<file path="src/rtl/serial_alu_defs.sv">
// Shared definitions for the bit-serial ALU units: FSM encoding and counter sizing.
package serial_alu_defs;

    typedef enum logic [1:0] {
        ST_IDLE  = 2'd0,
        ST_SHIFT = 2'd1,
        ST_DONE  = 2'd2
    } state_t;

    localparam int unsigned DEFAULT_WIDTH = 64;

    // A 1-bit counter is the minimum, so WIDTH=2 still gets a real register.
    function automatic int unsigned cnt_width(input int unsigned width);
        return (width <= 2) ? 1 : $clog2(width);
    endfunction

    localparam int unsigned CNT_W = cnt_width(DEFAULT_WIDTH);

endpackage

</file>
<file path="src/rtl/one_bit_full_subtractor.sv">
// Combinational one-bit full subtractor: d = a - b - b_in, with borrow out.
module one_bit_full_subtractor (
    input  logic a,
    input  logic b,
    input  logic b_in,
    output logic d,
    output logic b_out
);

    assign d     = a ^ b ^ b_in;
    assign b_out = (~a & b) | (~(a ^ b) & b_in);

endmodule

</file>
<file path="src/rtl/serial_subtractor.sv">
// Bit-serial LEGv8 SUB/SUBS unit, LSB first, one bit per clock, with NZCV flags.
// Define SERIAL_SUB_ADD_MODE_EN to add the op_add input and an add mode on the same datapath.
module serial_subtractor
    import serial_alu_defs::*;
#(
    parameter int unsigned WIDTH = DEFAULT_WIDTH
) (
    input  logic             clk,
    input  logic             reset,
    input  logic             start,
    input  logic [WIDTH-1:0] a,
    input  logic [WIDTH-1:0] b,
`ifdef SERIAL_SUB_ADD_MODE_EN
    input  logic             op_add,
`endif
    output logic             busy,
    output logic             done,
    output logic [WIDTH-1:0] diff,
    output logic             flag_n,
    output logic             flag_z,
    output logic             flag_c,
    output logic             flag_v
);

    localparam int unsigned CntW = cnt_width(WIDTH);
    localparam logic [CntW-1:0] CntLast = CntW'(WIDTH - 1);

    state_t state_q, state_d;

    logic [WIDTH-1:0] shift_a_q, shift_a_d;
    logic [WIDTH-1:0] shift_b_q, shift_b_d;
    logic [WIDTH-1:0] diff_q, diff_d;
    logic [CntW-1:0]  cnt_q, cnt_d;
    logic             borrow_q, borrow_d;
    logic             a_msb_q, a_msb_d;
    logic             b_msb_q, b_msb_d;
    logic             flag_n_q, flag_n_d;
    logic             flag_z_q, flag_z_d;
    logic             flag_c_q, flag_c_d;
    logic             flag_v_q, flag_v_d;

    logic add_mode;
`ifdef SERIAL_SUB_ADD_MODE_EN
    logic add_q, add_d;
    assign add_mode = add_q;
`else
    assign add_mode = 1'b0;
`endif

    logic             bit_a;
    logic             sub_d;
    logic             sub_bout;
    logic             res_bit;
    logic [WIDTH-1:0] diff_shift;

    // Adding reuses the subtractor: bout(~a, b, c) is the full-adder carry and
    // d(~a, b, c) is the inverted sum, so the borrow FF doubles as the carry FF.
    assign bit_a = shift_a_q[0] ^ add_mode;

    one_bit_full_subtractor u_fs (
        .a     (bit_a),
        .b     (shift_b_q[0]),
        .b_in  (borrow_q),
        .d     (sub_d),
        .b_out (sub_bout)
    );

    assign res_bit    = sub_d ^ add_mode;
    assign diff_shift = {res_bit, diff_q[WIDTH-1:1]};

    always_comb begin
        state_d   = state_q;
        shift_a_d = shift_a_q;
        shift_b_d = shift_b_q;
        diff_d    = diff_q;
        cnt_d     = cnt_q;
        borrow_d  = borrow_q;
        a_msb_d   = a_msb_q;
        b_msb_d   = b_msb_q;
        flag_n_d  = flag_n_q;
        flag_z_d  = flag_z_q;
        flag_c_d  = flag_c_q;
        flag_v_d  = flag_v_q;
`ifdef SERIAL_SUB_ADD_MODE_EN
        add_d     = add_q;
`endif

        unique case (state_q)
            ST_IDLE: begin
                if (start) begin
                    shift_a_d = a;
                    shift_b_d = b;
                    a_msb_d   = a[WIDTH-1];
                    b_msb_d   = b[WIDTH-1];
                    borrow_d  = 1'b0;
                    cnt_d     = '0;
                    diff_d    = '0;
                    flag_n_d  = 1'b0;
                    flag_z_d  = 1'b0;
                    flag_c_d  = 1'b0;
                    flag_v_d  = 1'b0;
`ifdef SERIAL_SUB_ADD_MODE_EN
                    add_d     = op_add;
`endif
                    state_d   = ST_SHIFT;
                end
            end

            ST_SHIFT: begin
                shift_a_d = shift_a_q >> 1;
                shift_b_d = shift_b_q >> 1;
                diff_d    = diff_shift;
                borrow_d  = sub_bout;
                cnt_d     = cnt_q + 1'b1;
                if (cnt_q == CntLast) begin
                    flag_n_d = res_bit;
                    flag_z_d = ~|diff_shift;
                    if (add_mode) begin
                        flag_c_d = sub_bout;
                        flag_v_d = ~(a_msb_q ^ b_msb_q) & (a_msb_q ^ res_bit);
                    end else begin
                        flag_c_d = ~sub_bout;
                        flag_v_d = (a_msb_q ^ b_msb_q) & (a_msb_q ^ res_bit);
                    end
                    state_d = ST_DONE;
                end
            end

            ST_DONE: begin
                state_d = ST_IDLE;
            end

            default: begin
                state_d = ST_IDLE;
            end
        endcase
    end

    always_ff @(posedge clk) begin
        if (reset) begin
            state_q   <= ST_IDLE;
            shift_a_q <= '0;
            shift_b_q <= '0;
            diff_q    <= '0;
            cnt_q     <= '0;
            borrow_q  <= 1'b0;
            a_msb_q   <= 1'b0;
            b_msb_q   <= 1'b0;
            flag_n_q  <= 1'b0;
            flag_z_q  <= 1'b0;
            flag_c_q  <= 1'b0;
            flag_v_q  <= 1'b0;
`ifdef SERIAL_SUB_ADD_MODE_EN
            add_q     <= 1'b0;
`endif
        end else begin
            state_q   <= state_d;
            shift_a_q <= shift_a_d;
            shift_b_q <= shift_b_d;
            diff_q    <= diff_d;
            cnt_q     <= cnt_d;
            borrow_q  <= borrow_d;
            a_msb_q   <= a_msb_d;
            b_msb_q   <= b_msb_d;
            flag_n_q  <= flag_n_d;
            flag_z_q  <= flag_z_d;
            flag_c_q  <= flag_c_d;
            flag_v_q  <= flag_v_d;
`ifdef SERIAL_SUB_ADD_MODE_EN
            add_q     <= add_d;
`endif
        end
    end

    assign busy   = (state_q == ST_SHIFT);
    assign done   = (state_q == ST_DONE);
    assign diff   = diff_q;
    assign flag_n = flag_n_q;
    assign flag_z = flag_z_q;
    assign flag_c = flag_c_q;
    assign flag_v = flag_v_q;

endmodule

</file>
<file path="config.mk">
export PLATFORM = sky130hd
export DESIGN_NAME = serial_subtractor
export DESIGN_NICKNAME = d
export VERILOG_FILES = /design/src/rtl/serial_alu_defs.sv /design/src/rtl/one_bit_full_subtractor.sv /design/src/rtl/serial_subtractor.sv
export SDC_FILE = /design/constraint.sdc
export NUM_CORES = 1
export LEC_CHECK = 0
export ABC_AREA = 1
export BUFFER_PORTS_ARGS = -buffer_cell sky130_fd_sc_hd__buf_2
export CELL_PAD_IN_SITES_DETAIL_PLACEMENT = 1
export CELL_PAD_IN_SITES_GLOBAL_PLACEMENT = 1
export CORE_MARGIN = 1.5
export CORE_UTILIZATION = 42
export CTS_CLUSTER_SIZE = 20
export DETAILED_ROUTE_END_ITERATION = 8
export PLACE_DENSITY = 0.89
export SYNTH_ARGS = -nofsm -noshare
export SYNTH_HDL_FRONTEND = slang
export SYNTH_HIERARCHICAL = 1
export SYNTH_SLANG_ARGS = --single-unit
</file>
<file path="constraint.sdc">
create_clock -name clk -period 2.3 [get_ports clk]
set_input_delay 0.46 -clock clk [delete_from_list [all_inputs] [get_ports clk]]
set_output_delay 0.46 -clock clk [all_outputs]
set_load 0.005 [all_outputs]
</file>
# ---- After elaboration in Yosys (flattened, before gate mapping)
# Cells that the tools add are included.
dict set report op_classes {
  addsub 1
  eq_ne 5
  muxes 21
  n_bitwise 11
  n_reduce_logical 8
}
# op count
set ops {}
lappend ops {{one-hot mux 64 bit (2 select lines)} 3}
lappend ops {{2-to-1 mux 64 bit} 3}
lappend ops {{OR reduction 64 bit} 1}
lappend ops {{one-hot mux 6 bit (2 select lines)} 1}
lappend ops {{one-hot mux 1 bit (2 select lines)} 5}
lappend ops {{adder 6 x 1 -> 6 bit (second input constant)} 1}
lappend ops {{equality test 6 bit (second input constant)} 1}
lappend ops {{2-to-1 mux 6 bit} 1}
lappend ops {{AND reduction 2 bit} 3}
lappend ops {{2-to-1 mux 1 bit} 5}
lappend ops {{2-to-1 mux 2 bit} 2}
lappend ops {{one-hot mux 2 bit (2 select lines)} 1}
lappend ops {{bitwise XOR 1 bit} 4}
lappend ops {{AND 1 bit} 3}
lappend ops {{NOT 1 bit} 3}
lappend ops {{AND reduction 3 bit} 1}
lappend ops {{equality test 2 x 1 -> 1 bit (second input constant)} 1}
lappend ops {{equality test 2 bit (second input constant)} 1}
lappend ops {{logical NOT 2 bit} 1}
lappend ops {{inequality test 2 x 1 -> 1 bit (second input constant)} 1}
lappend ops {{inequality test 2 bit (second input constant)} 1}
lappend ops {{nonzero test 2 bit} 1}
lappend ops {{logical NOT 1 bit} 1}
lappend ops {{OR 1 bit} 1}
dict set report totals {
  register_bits 207
  inputBits 131
  out_inout_bits 70
  wordCells 58
}

# ---- Logic depth before layout (Yosys ltp)
# Gate-level depths: netlist of run 1.
dict set report depth {
  depth_word 7
  mapped_depth 9
  mapped_depth_nobuf 8
}

# ---- By module
# Netlist of run 1, hierarchy kept.
# mod instances cells_per_inst area_each_um2 seq_area_each_um2
set by_module_without_submodules {}
lappend by_module_without_submodules {serial_subtractor 1 994 8185.4 4144.0}
lappend by_module_without_submodules {one_bit_full_subtractor 1 4 31.3 0.0}

# ---- Worst setup path before layout of run 1
# No wires, ideal clock.
dict set report synth_timing {
  path_type {input port to flip-flop}
  from {input reset}
  to {register diff_q[34] (netlist: diff[34])}
  setup_time_ps 132
  arrival_time_ps 1249
  t_required_ps 2168
  path_slack_ps 918
  cell_stages 4
  n_path_buf 3
  path_cell_list {buf_2 clkbuf_1 clkbuf_1 a21oi_1}
}
# item line
set synth_lines {}
lappend synth_lines {{start, declared} serial_subtractor.sv:9} ;# input logic reset,
lappend synth_lines {{end signal, assigned} serial_subtractor.sv:160} ;# diff_q <= diff_d;
lappend synth_lines {{end, declared} serial_subtractor.sv:32} ;# logic [WIDTH-1:0] diff_q, diff_d;
# No word-level cell between the ends.

# ---- Worst setup path after layout of run 1
dict set report layout_timing {
  from {register state_q[1]}
  to {output busy}
}
dict set report layout_via {
  elab_chain_len 1
}
# item line
set layout_rtl {}
lappend layout_rtl {{start, declared} serial_subtractor.sv:28} ;# state_t state_q, state_d;
lappend layout_rtl {{start signal, assigned} serial_subtractor.sv:157} ;# state_q <= state_d;
lappend layout_rtl {{equality test 2 x 1 -> 1 bit} serial_subtractor.sv:175} ;# assign busy = (state_q == ST_SHIFT);
lappend layout_rtl {{end, declared} serial_subtractor.sv:16} ;# output logic busy,
# Every way passes these cells.

==> impl_metrics.ini, run 1 <==
[run_status]
outcome = completed

[place]
io_buffers = 200
placed_cell_area_sq_um = 9340
globalplace.congestion = 0.765
dp_slack_ps = 503
dp_hpwl_um = 15200
place_inst = 1393

[timing]
finClkSkew_ps = 6.50
slew_violations = 0
clock.fmax_mhz = 464
finalSetupViolations = 0
max-slew-margin-rel = 0.330
whs_ps = 235
fin_crit_sh = 0.937
tightest_slew_ps = 1000
tns_ps = 0
finalHoldViolations = 0
rsz0062_at_grt = no
period_needed_ps = 2150
worst_slack_ps = 145

[yosys]
yosys.area_share.xor_xnor = 0
syn_inst = 998
synth_seq_area_share = 0.504
ys_warn_count = 6
synthSimpleGateAreaFrac = 0.126
synth-seq-cells = 207
synth_fp_nets = 1131
synthDistinctLibCells = 23
synth_top_family_by_area = compound AO/OA/AOI/OAI gates
synth_fa_ha_area_frac = 0.00396
muxShareOfSynthArea = 0
async_reset_ff_frac = 0
synthFlopType = dfxtp_1
synth_top_area_share = 0.504
synth_compound_area_frac = 0.265
synth-edff-count = 0
netlist_area_sq_um = 8220
syn_avg_cell_area_sq_um = 8.23
yosys.area.top_type = dfxtp_1
synth_area_leaders = dfxtp_1, a21oi_1, o221ai_1, nand2_1, inv_1

[route]
drc = 0
dr.pass1.iters = 4
wl_per_cell_um = 16.3
drt-total-wl_um = 23300
drt-initial-drc-count = 321
ant_nets = 0
vias_per_cell = 5.30
vias = 7595

[power_and_ir_drop]
ir_drop_mv = 0.422
p_per_area_nw_per_um2 = 833
finalPower_mw = 8.39
leakagePower_nw = 4.10

[worst_setup_path]
path_cells = nor2_4, buf_4, buf_2
arrival_ps = 1690
crit_start = state_q[1]$_SDFFE_PP0P_
slowest_delay_ps = 370
reg2reg_from = state_q[0]$_SDFFE_PP0P_
worstSetupPathType = reg2out
r2r_cells = 7
cp_slowest_cell = dfxtp_1
ff2ff_setup_slack_ps = 700
worst_setup_path_start_kind = flip-flop
path_max_fanout = 30
r2r_end = shift_b_q[55]$_SDFFE_PP0P_
crit_path_end = busy
required_ps = 1840
end_kind = output port

[die]
start_util = 0.433
ios = 201
fp.dieArea_sq_um = 20400
die_h_um = 143
rows = 50
coreArea_sq_um = 19000
die_w_um = 143

[final_layout]
postLayoutCoreUtil = 0.531
drive_gt1_frac = 0.227
final_cell_mix = dfxtp_1, buf_2, nand2_1, a21oi_1, inv_1
fin_cells = 1433
layout_commonest_cell = dfxtp_1
design_area_sq_um = 10100
areaGrowthSynthToFinish_pct = 22.4
layout.nets = 1291

[clock_tree]
cts.sinks = 207
ctsHtreeMaxLevel = 1
clock_latency_ps = 500
cts_hold_buf = 0
cts_root_buf = clkbuf_16
cts.repair.resized = 0
cts_made_buffers = 23
post_cts_buffers = 0
cts_buffer_depth = 3
clk_transition_reported_paths_ps = 60
cts_tree = built

[global_route]
grt_max_degree = 102
grt_pass1_wl_um = 37900
grt_use_total = 0.226
grt_antenna_before_repair = 4
grt-ovfl-total = 0
grt_pass1_vias = 7747

[job]
cap_violations = 0

[min_path]
hold_class = in2reg
-- per-layer routing --
| metal | up-vias | GRT usage | wire length, um |
|---|---|---|---|
| met5 | - | 0.00752 | 13 |
| met1 | 3656 | 0.275 | 10200 |
| li1 | 3742 | - | - |
| met2 | 163 | 0.390 | 11100 |
| met3 | 32 | 0.0614 | 1570 |
| met4 | 2 | 0.0619 | 420 |
-- cell type report --
class	count	area [sq um]
fillers	2326	8890
flip-flops and latches	207	4140
multi-input cells	598	3240
repair buffers	214	1200
clock buffers	32	659
inverters	114	432
well taps	260	325
clock inverters	6	55.1
diodes	2	5.00
-- registers in the layout (all words and copies together), names as in the netlist --
register,count
diff,64
shift_a_q,64
shift_b_q,64
cnt_q,6
state_q,2
a_msb_q,1
b_msb_q,1
borrow_q,1
flag_c,1
flag_n,1
flag_v,1
flag_z,1
-- worst min path at each step --
stage / from / end / slack (ps) / depth (start not counted)
finish: a[53] / shift_a_q[53]$_SDFFE_PP0P_ / 230 / 3
global route: a[54] / shift_a_q[54]$_SDFFE_PP0P_ / 230 / 3
global placement: shift_b_q[47]$_SDFFE_PP0P_ / shift_b_q[47]$_SDFFE_PP0P_ / 430 / 2
detailed placement: shift_a_q[61]$_SDFFE_PP0P_ / shift_a_q[61]$_SDFFE_PP0P_ / 440 / 2
CTS: a[53] / shift_a_q[53]$_SDFFE_PP0P_ / 220 / 3
floorplan: shift_a_q[15]$_SDFFE_PP0P_ / shift_a_q[15]$_SDFFE_PP0P_ / 420 / 2
-- where the power goes --
group | internal [mW] | switching (mW)
registers | 3.82 | 0.134
logic | 0.355 | 0.566
clock network | 2.09 | 1.42
total | 6.27 | 2.12
-- critical path: cells and delay by family, from the launching register on --
family	cells	cell delay [ps]
simple gates	1	290
buf+inv	2	540
flops	1	370
-- cell families (layout without fill, tap and decap cells) --
logic type / Yosys count / count (layout)
adders and majority gates: 2 / 2
buffers and inverters: 193 / 366
DFF: 207 / 207
AOI/OAI and AO/OA: 332 / 332
other: 0 / 2
and+or+nand+nor: 264 / 264
-- synth_stat cells (4+ instances only) --
cell type	count
a31oi_1	5
buf_2	47
o221ai_1	88
buf_4	12
o21ai_0	10
dfxtp_1	207
inv_1	110
a21oi_1	192
nand3_1	9
clkbuf_1	20
nand2_1	195
nor2_1	50
a22oi_1	24
inv_2	4
o221ai_2	10
nand4_1	4
(Power assumes the default switching activity.)
==> run 2, diff against run 1 <==
--- a/config.mk
+++ b/config.mk
@@ -5,15 +5,16 @@
 export SDC_FILE = /design/constraint.sdc
 export NUM_CORES = 1
 export LEC_CHECK = 0
-export ABC_AREA = 1
+export ABC_AREA = 0
 export BUFFER_PORTS_ARGS = -buffer_cell sky130_fd_sc_hd__buf_2
 export CELL_PAD_IN_SITES_DETAIL_PLACEMENT = 1
 export CELL_PAD_IN_SITES_GLOBAL_PLACEMENT = 1
 export CORE_MARGIN = 1.5
-export CORE_UTILIZATION = 42
+export CORE_UTILIZATION = 41
 export CTS_CLUSTER_SIZE = 20
 export DETAILED_ROUTE_END_ITERATION = 8
-export PLACE_DENSITY = 0.89
+export HOLD_SLACK_MARGIN = 0.05
+export PLACE_DENSITY = 0.88
 export SYNTH_ARGS = -nofsm -noshare
 export SYNTH_HDL_FRONTEND = slang
 export SYNTH_HIERARCHICAL = 1
==> run 2 against run 1 <==
Compared with the run above: worst setup slack better by 33 ps; critical path type unchanged; clock power about the same; clock skew up 3.1 ps; combinational power up 2%; hold slack about the same; largest cell class unchanged; first-iteration DRC count up 28%; highest routed layer unchanged; non-clock buffer count up 3.
==> impl_metrics.ini, run 2 <==
[worst_setup_path]
arrival_ps = 1660
worst_setup_path_start_kind = flip-flop
r2r_cells = 6
worstSetupPathType = reg2out
required_ps = 1840
path_max_fanout = 14
end_kind = output port

[timing]
worst_slack_ps = 178
max-slew-margin-rel = 0.562
finClkSkew_ps = 9.58
slew_violations = 0
fin_crit_sh = 0.923
clock.fmax_mhz = 471
rsz0062_at_grt = no
period_needed_ps = 2120
tns_ps = 0
tightest_slew_ps = 657
finalSetupViolations = 0
finalHoldViolations = 0
whs_ps = 234

[job]
cap_violations = 0

[route]
wl_per_cell_um = 16.5
dr.pass1.iters = 4
vias_per_cell = 5.38
ant_nets = 0
drt-total-wl_um = 24700
drc = 0
vias = 8041
drt-initial-drc-count = 411

[final_layout]
design_area_sq_um = 10100
final_cell_mix = nor2_1, dfxtp_1, buf_2, nor4_1, nand2_1
fin_cells = 1496
postLayoutCoreUtil = 0.513
layout.nets = 1342
areaGrowthSynthToFinish_pct = 21.7
drive_gt1_frac = 0.218
layout_commonest_cell = nor2_1

[place]
dp_hpwl_um = 16100
io_buffers = 200
dp_slack_ps = 495
globalplace.congestion = 0.789
placed_cell_area_sq_um = 9350
place_inst = 1449

[yosys]
ys_warn_count = 6
synth_area_leaders = dfxtp_1, nor2_1, nor4_1, a21oi_1, nand2_1
async_reset_ff_frac = 0
syn_inst = 1056
syn_avg_cell_area_sq_um = 7.85
synth_seq_area_share = 0.500
netlist_area_sq_um = 8290
synth.most_common_cell = nor2_1
synth_top_area_share = 0.500
synthDistinctLibCells = 36
synthFlopType = dfxtp_1
synth-seq-cells = 207
synthTopCellsByCount = nor2_1, dfxtp_1, nor4_1
synth_fp_nets = 1189
synth-edff-count = 0
yosys.area.top_type = dfxtp_1

[run_status]
outcome = completed

[power_and_ir_drop]
p_clk_frac = 0.419
ir_drop_mv = 0.465
p_sw_mw = 2.15
finalPower_mw = 8.39
p_per_area_nw_per_um2 = 831
power_frac_comb = 0.112
swShare = 0.257
leakagePower_nw = 4.31
seq_power_share = 0.469
p_int_mw = 6.23

[global_route]
use_met3 = 0.0418
grt_max_degree = 103
busiest_layer = met2
grt_pass1_wl_um = 40700
grtUsageMet1 = 0.290
grt_pass1_vias = 8152
grtUsageMet2 = 0.390
grt_antenna_before_repair = 2
grt-ovfl-total = 0
grt_use_total = 0.229

[die]
ios = 201
start_util = 0.422
rows = 51
die_h_um = 145
die_w_um = 145
fp.dieArea_sq_um = 21100
coreArea_sq_um = 19700

[clock_tree]
cts.sinks = 207
cts_tree = built
clk_transition_reported_paths_ps = 60
cts_buffer_depth = 3
cts_hold_buf = 0
clock_latency_ps = 500
cts_made_buffers = 23
post_cts_buffers = 0
ctsHtreeMaxLevel = 1
cts_root_buf = clkbuf_16
cts.repair.resized = 0

[min_path]
holdPathStages = 3
hold_class = in2reg
==> run 2: cell type report <==
class                   count  area [sq um]
diodes                      5          12.5
clock inverters             4          26.3
clock buffers              38           702
flip-flops and latches    207          4140
inverters                   4          15.0
fillers                  2529          9560
repair buffers            217          1220
multi-input cells         756          3640
well taps                 265           332
==> run 2: cells by family (layout without fill, tap and decap cells) <==
group | after synthesis | in the layout | synth area share
flops | 207 | 207 | 0.500
mux | 1 | 1 | 0.00121
buf+inv | 93 | 263 | 0.0641
compound gates | 142 | 142 | 0.0992
fa+ha+maj | 2 | 2 | 0.00392
simple gates | 611 | 611 | 0.332
other cells | 0 | 5 | 0
==> run 2: final timing paths <==
check	startpoint	end	slack (ps)
worst min-delay path	a[46]	shift_a_q[46]$_SDFFE_PP0P_	230
worst max register to register	shift_b_q[0]$_SDFFE_PP0P_	flag_z$_SDFFE_PP0P_	460
worst max-delay path	state_q[0]$_SDFFE_PP0P_	busy	180
worst min register to register	shift_a_q[46]$_SDFFE_PP0P_	shift_a_q[46]$_SDFFE_PP0P_	460
==> run 2: routing by layer <==
layer / vias up / part of all wire
li1: 3931 / -
met1: 3861 / 0.44
met2: 193 / 0.48
met3: 54 / 0.051
met4: 2 / 0.028
met5: - / 0.00041
==> run 2: worst max-delay path, stage by stage, from the launching register on <==
cell and delay (ps):
dfxtp_1 500, nand2b_4 170, inv_2 280, buf_2 200
==> run 2: power groups by stage <==
stage | Clock (mW) | Combinational [mW] | Sequential (mW)
3_3_place_gp | 0 | 0.906 | 4.00
2_1_floorplan | 0 | 0.675 | 3.97
5_1_grt | 3.73 | 1.06 | 3.96
3_5_place_dp | 0 | 0.934 | 4.01
6_report | 3.52 | 0.936 | 3.93
4_1_cts | 3.61 | 0.947 | 3.93
==> run 3, diff against run 2 <==
--- a/config.mk
+++ b/config.mk
@@ -9,6 +9,7 @@
 export BUFFER_PORTS_ARGS = -buffer_cell sky130_fd_sc_hd__buf_2
 export CELL_PAD_IN_SITES_DETAIL_PLACEMENT = 1
 export CELL_PAD_IN_SITES_GLOBAL_PLACEMENT = 1
+export CORE_ASPECT_RATIO = 2
 export CORE_MARGIN = 1.5
 export CORE_UTILIZATION = 41
 export CTS_CLUSTER_SIZE = 20
==> run 3 against run 2 <==
Compared with the run above: non-clock buffer count down 3; worst setup slack worse by 17 ps; hold slack about the same; utilization down 0.66 points; sequential power about the same; first-iteration DRC count down 24%; clock-buffer cell count down 13.
==> impl_metrics.ini, run 3 (synthesized netlist as in run 2, its figures left out) <==
[run_status]
outcome = completed

[final_layout]
fillers = 2467
drive_gt1_frac = 0.216
layout_commonest_cell = nor2_1
layout.nets = 1336
design_area_sq_um = 10000
final_cell_mix = nor2_1, dfxtp_1, buf_2, nor4_1, nand2_1
areaGrowthSynthToFinish_pct = 21.2

[job]
cap_violations = 0

[worst_setup_path]
worstSetupPathType = reg2out
worst_setup_path_start_kind = flip-flop
crit_family = buffers and inverters
path_max_fanout = 51
ff2ff_setup_slack_ps = 430
required_ps = 1840
end_kind = output port
cp_slowest_cell = dfxtp_1
path_cells = nand2b_4, inv_2, buf_16, buf_2
crit_buf_inv = 3
arrival_ps = 1680
slowest_delay_ps = 490

[place]
dp_slack_ps = 330
dp_hpwl_um = 16300
globalplace.congestion = 0.773
io_buffers = 200
placed_cell_area_sq_um = 9320

[clock_tree]
cts_buffer_depth = 3
clock_latency_ps = 490
cts_hold_buf = 0
ctsHtreeMaxLevel = 1
post_cts_buffers = 0
cts.sinks = 207
cts_root_buf = clkbuf_16
clk_transition_reported_paths_ps = 70
cts_made_buffers = 20
cts.repair.resized = 0
cts_tree = built

[route]
drt-total-wl_um = 25100
dr.pass1.iters = 6
wl_per_cell_um = 17.0
vias_per_cell = 5.43
vias = 8027
ant_nets = 0
drc = 0
drt-initial-drc-count = 314

[die]
rows = 73
coreArea_sq_um = 19800
die_w_um = 104
fp.dieArea_sq_um = 21100
start_util = 0.418
ios = 201
die_h_um = 204

[global_route]
grt_use_total = 0.227
grt-ovfl-total = 0
grt_antenna_before_repair = 2
grt_pass1_wl_um = 39600
grt_pass1_vias = 8151
grt_max_degree = 118

[timing]
fin_crit_sh = 0.930
finalHoldViolations = 0
worst_slack_ps = 161
slew_violations = 0
rsz0062_at_grt = no
tightest_slew_ps = 670
period_needed_ps = 2140
finalSetupViolations = 0
max-slew-margin-rel = 0.553
tns_ps = 0
finClkSkew_ps = 7.40
clock.fmax_mhz = 467

[power_and_ir_drop]
leakagePower_nw = 4.29
ir_drop_mv = 0.573
finalPower_mw = 8.40
p_per_area_nw_per_um2 = 837

[min_path]
hold_class = in2reg
==> run 3: changes by cell type in the layout (fill, tap and decap cells not counted), sizes merged, moves of 3 or more <==
cell / before / now
clkbuf: 38 / 26
bufinv: 0 / 3
clkinv: 2 / 6
buf: 217 / 213
diode: 5 / 1
==> run 3: worst register-to-register path, cell delays in order, from the launching register on <==
cell and delay (ps):
dfxtp_1 490, or3b_4 480, buf_12 340, nor2_1 110, nor4_1 330
==> run 3: final timing paths <==
kind | endpoint | startpoint | cells past startpoint
max | busy | state_q[0]$_SDFFE_PP0P_ | 4
min | shift_b_q[63]$_SDFFE_PP0P_ | b[63] | 3
max reg2reg | shift_a_q[2]$_SDFFE_PP0P_ | state_q[0]$_SDFFE_PP0P_ | 4
min reg2reg | shift_a_q[37]$_SDFFE_PP0P_ | shift_a_q[37]$_SDFFE_PP0P_ | 2
==> run 3: where the power goes <==
part / internal, mW / total [mW] / switching [mW]
Sequential: 3.81 / 3.93 / 0.128
Combinational: 0.349 / 0.940 / 0.591
Clock: 2.09 / 3.53 / 1.44
Total: 6.25 / 8.40 / 2.15
==> run 3: cell type report <==
class,instances,area (sq um),share of cell area
inverter,4,15.0,0.00149
timing repair buffer,214,1220,0.122
multi-input combinational,756,3640,0.362
sequential,207,4140,0.413
clock buffer,25,571,0.0568
antenna,1,2.50,0.000249
tap,262,328,0.0326
clock inverter,9,124,0.0123
==> run 3: per-layer routing <==
layer  wire length (um)  vias up  global-route usage  share of wire
met5                  0        -                   0              0
met4               1010        0              0.0982          0.040
met3               1180       62              0.0348          0.047
met2              13500      204               0.440           0.54
met1               9440     3859               0.239           0.38
li1                   -     3902                   -              -
==> run 3: stage by stage <==
step | cells | util | hold WS, ps
3_5_place_dp | 1442 | 0.470 | 449
4_1_cts | 1476 | 0.505 | 216
6_report | 1478 | 0.507 | 234
5_1_grt | 1478 | 0.507 | 228
3_3_place_gp | 1442 | 0.470 | 443
2_1_floorplan | 1056 | - | 437
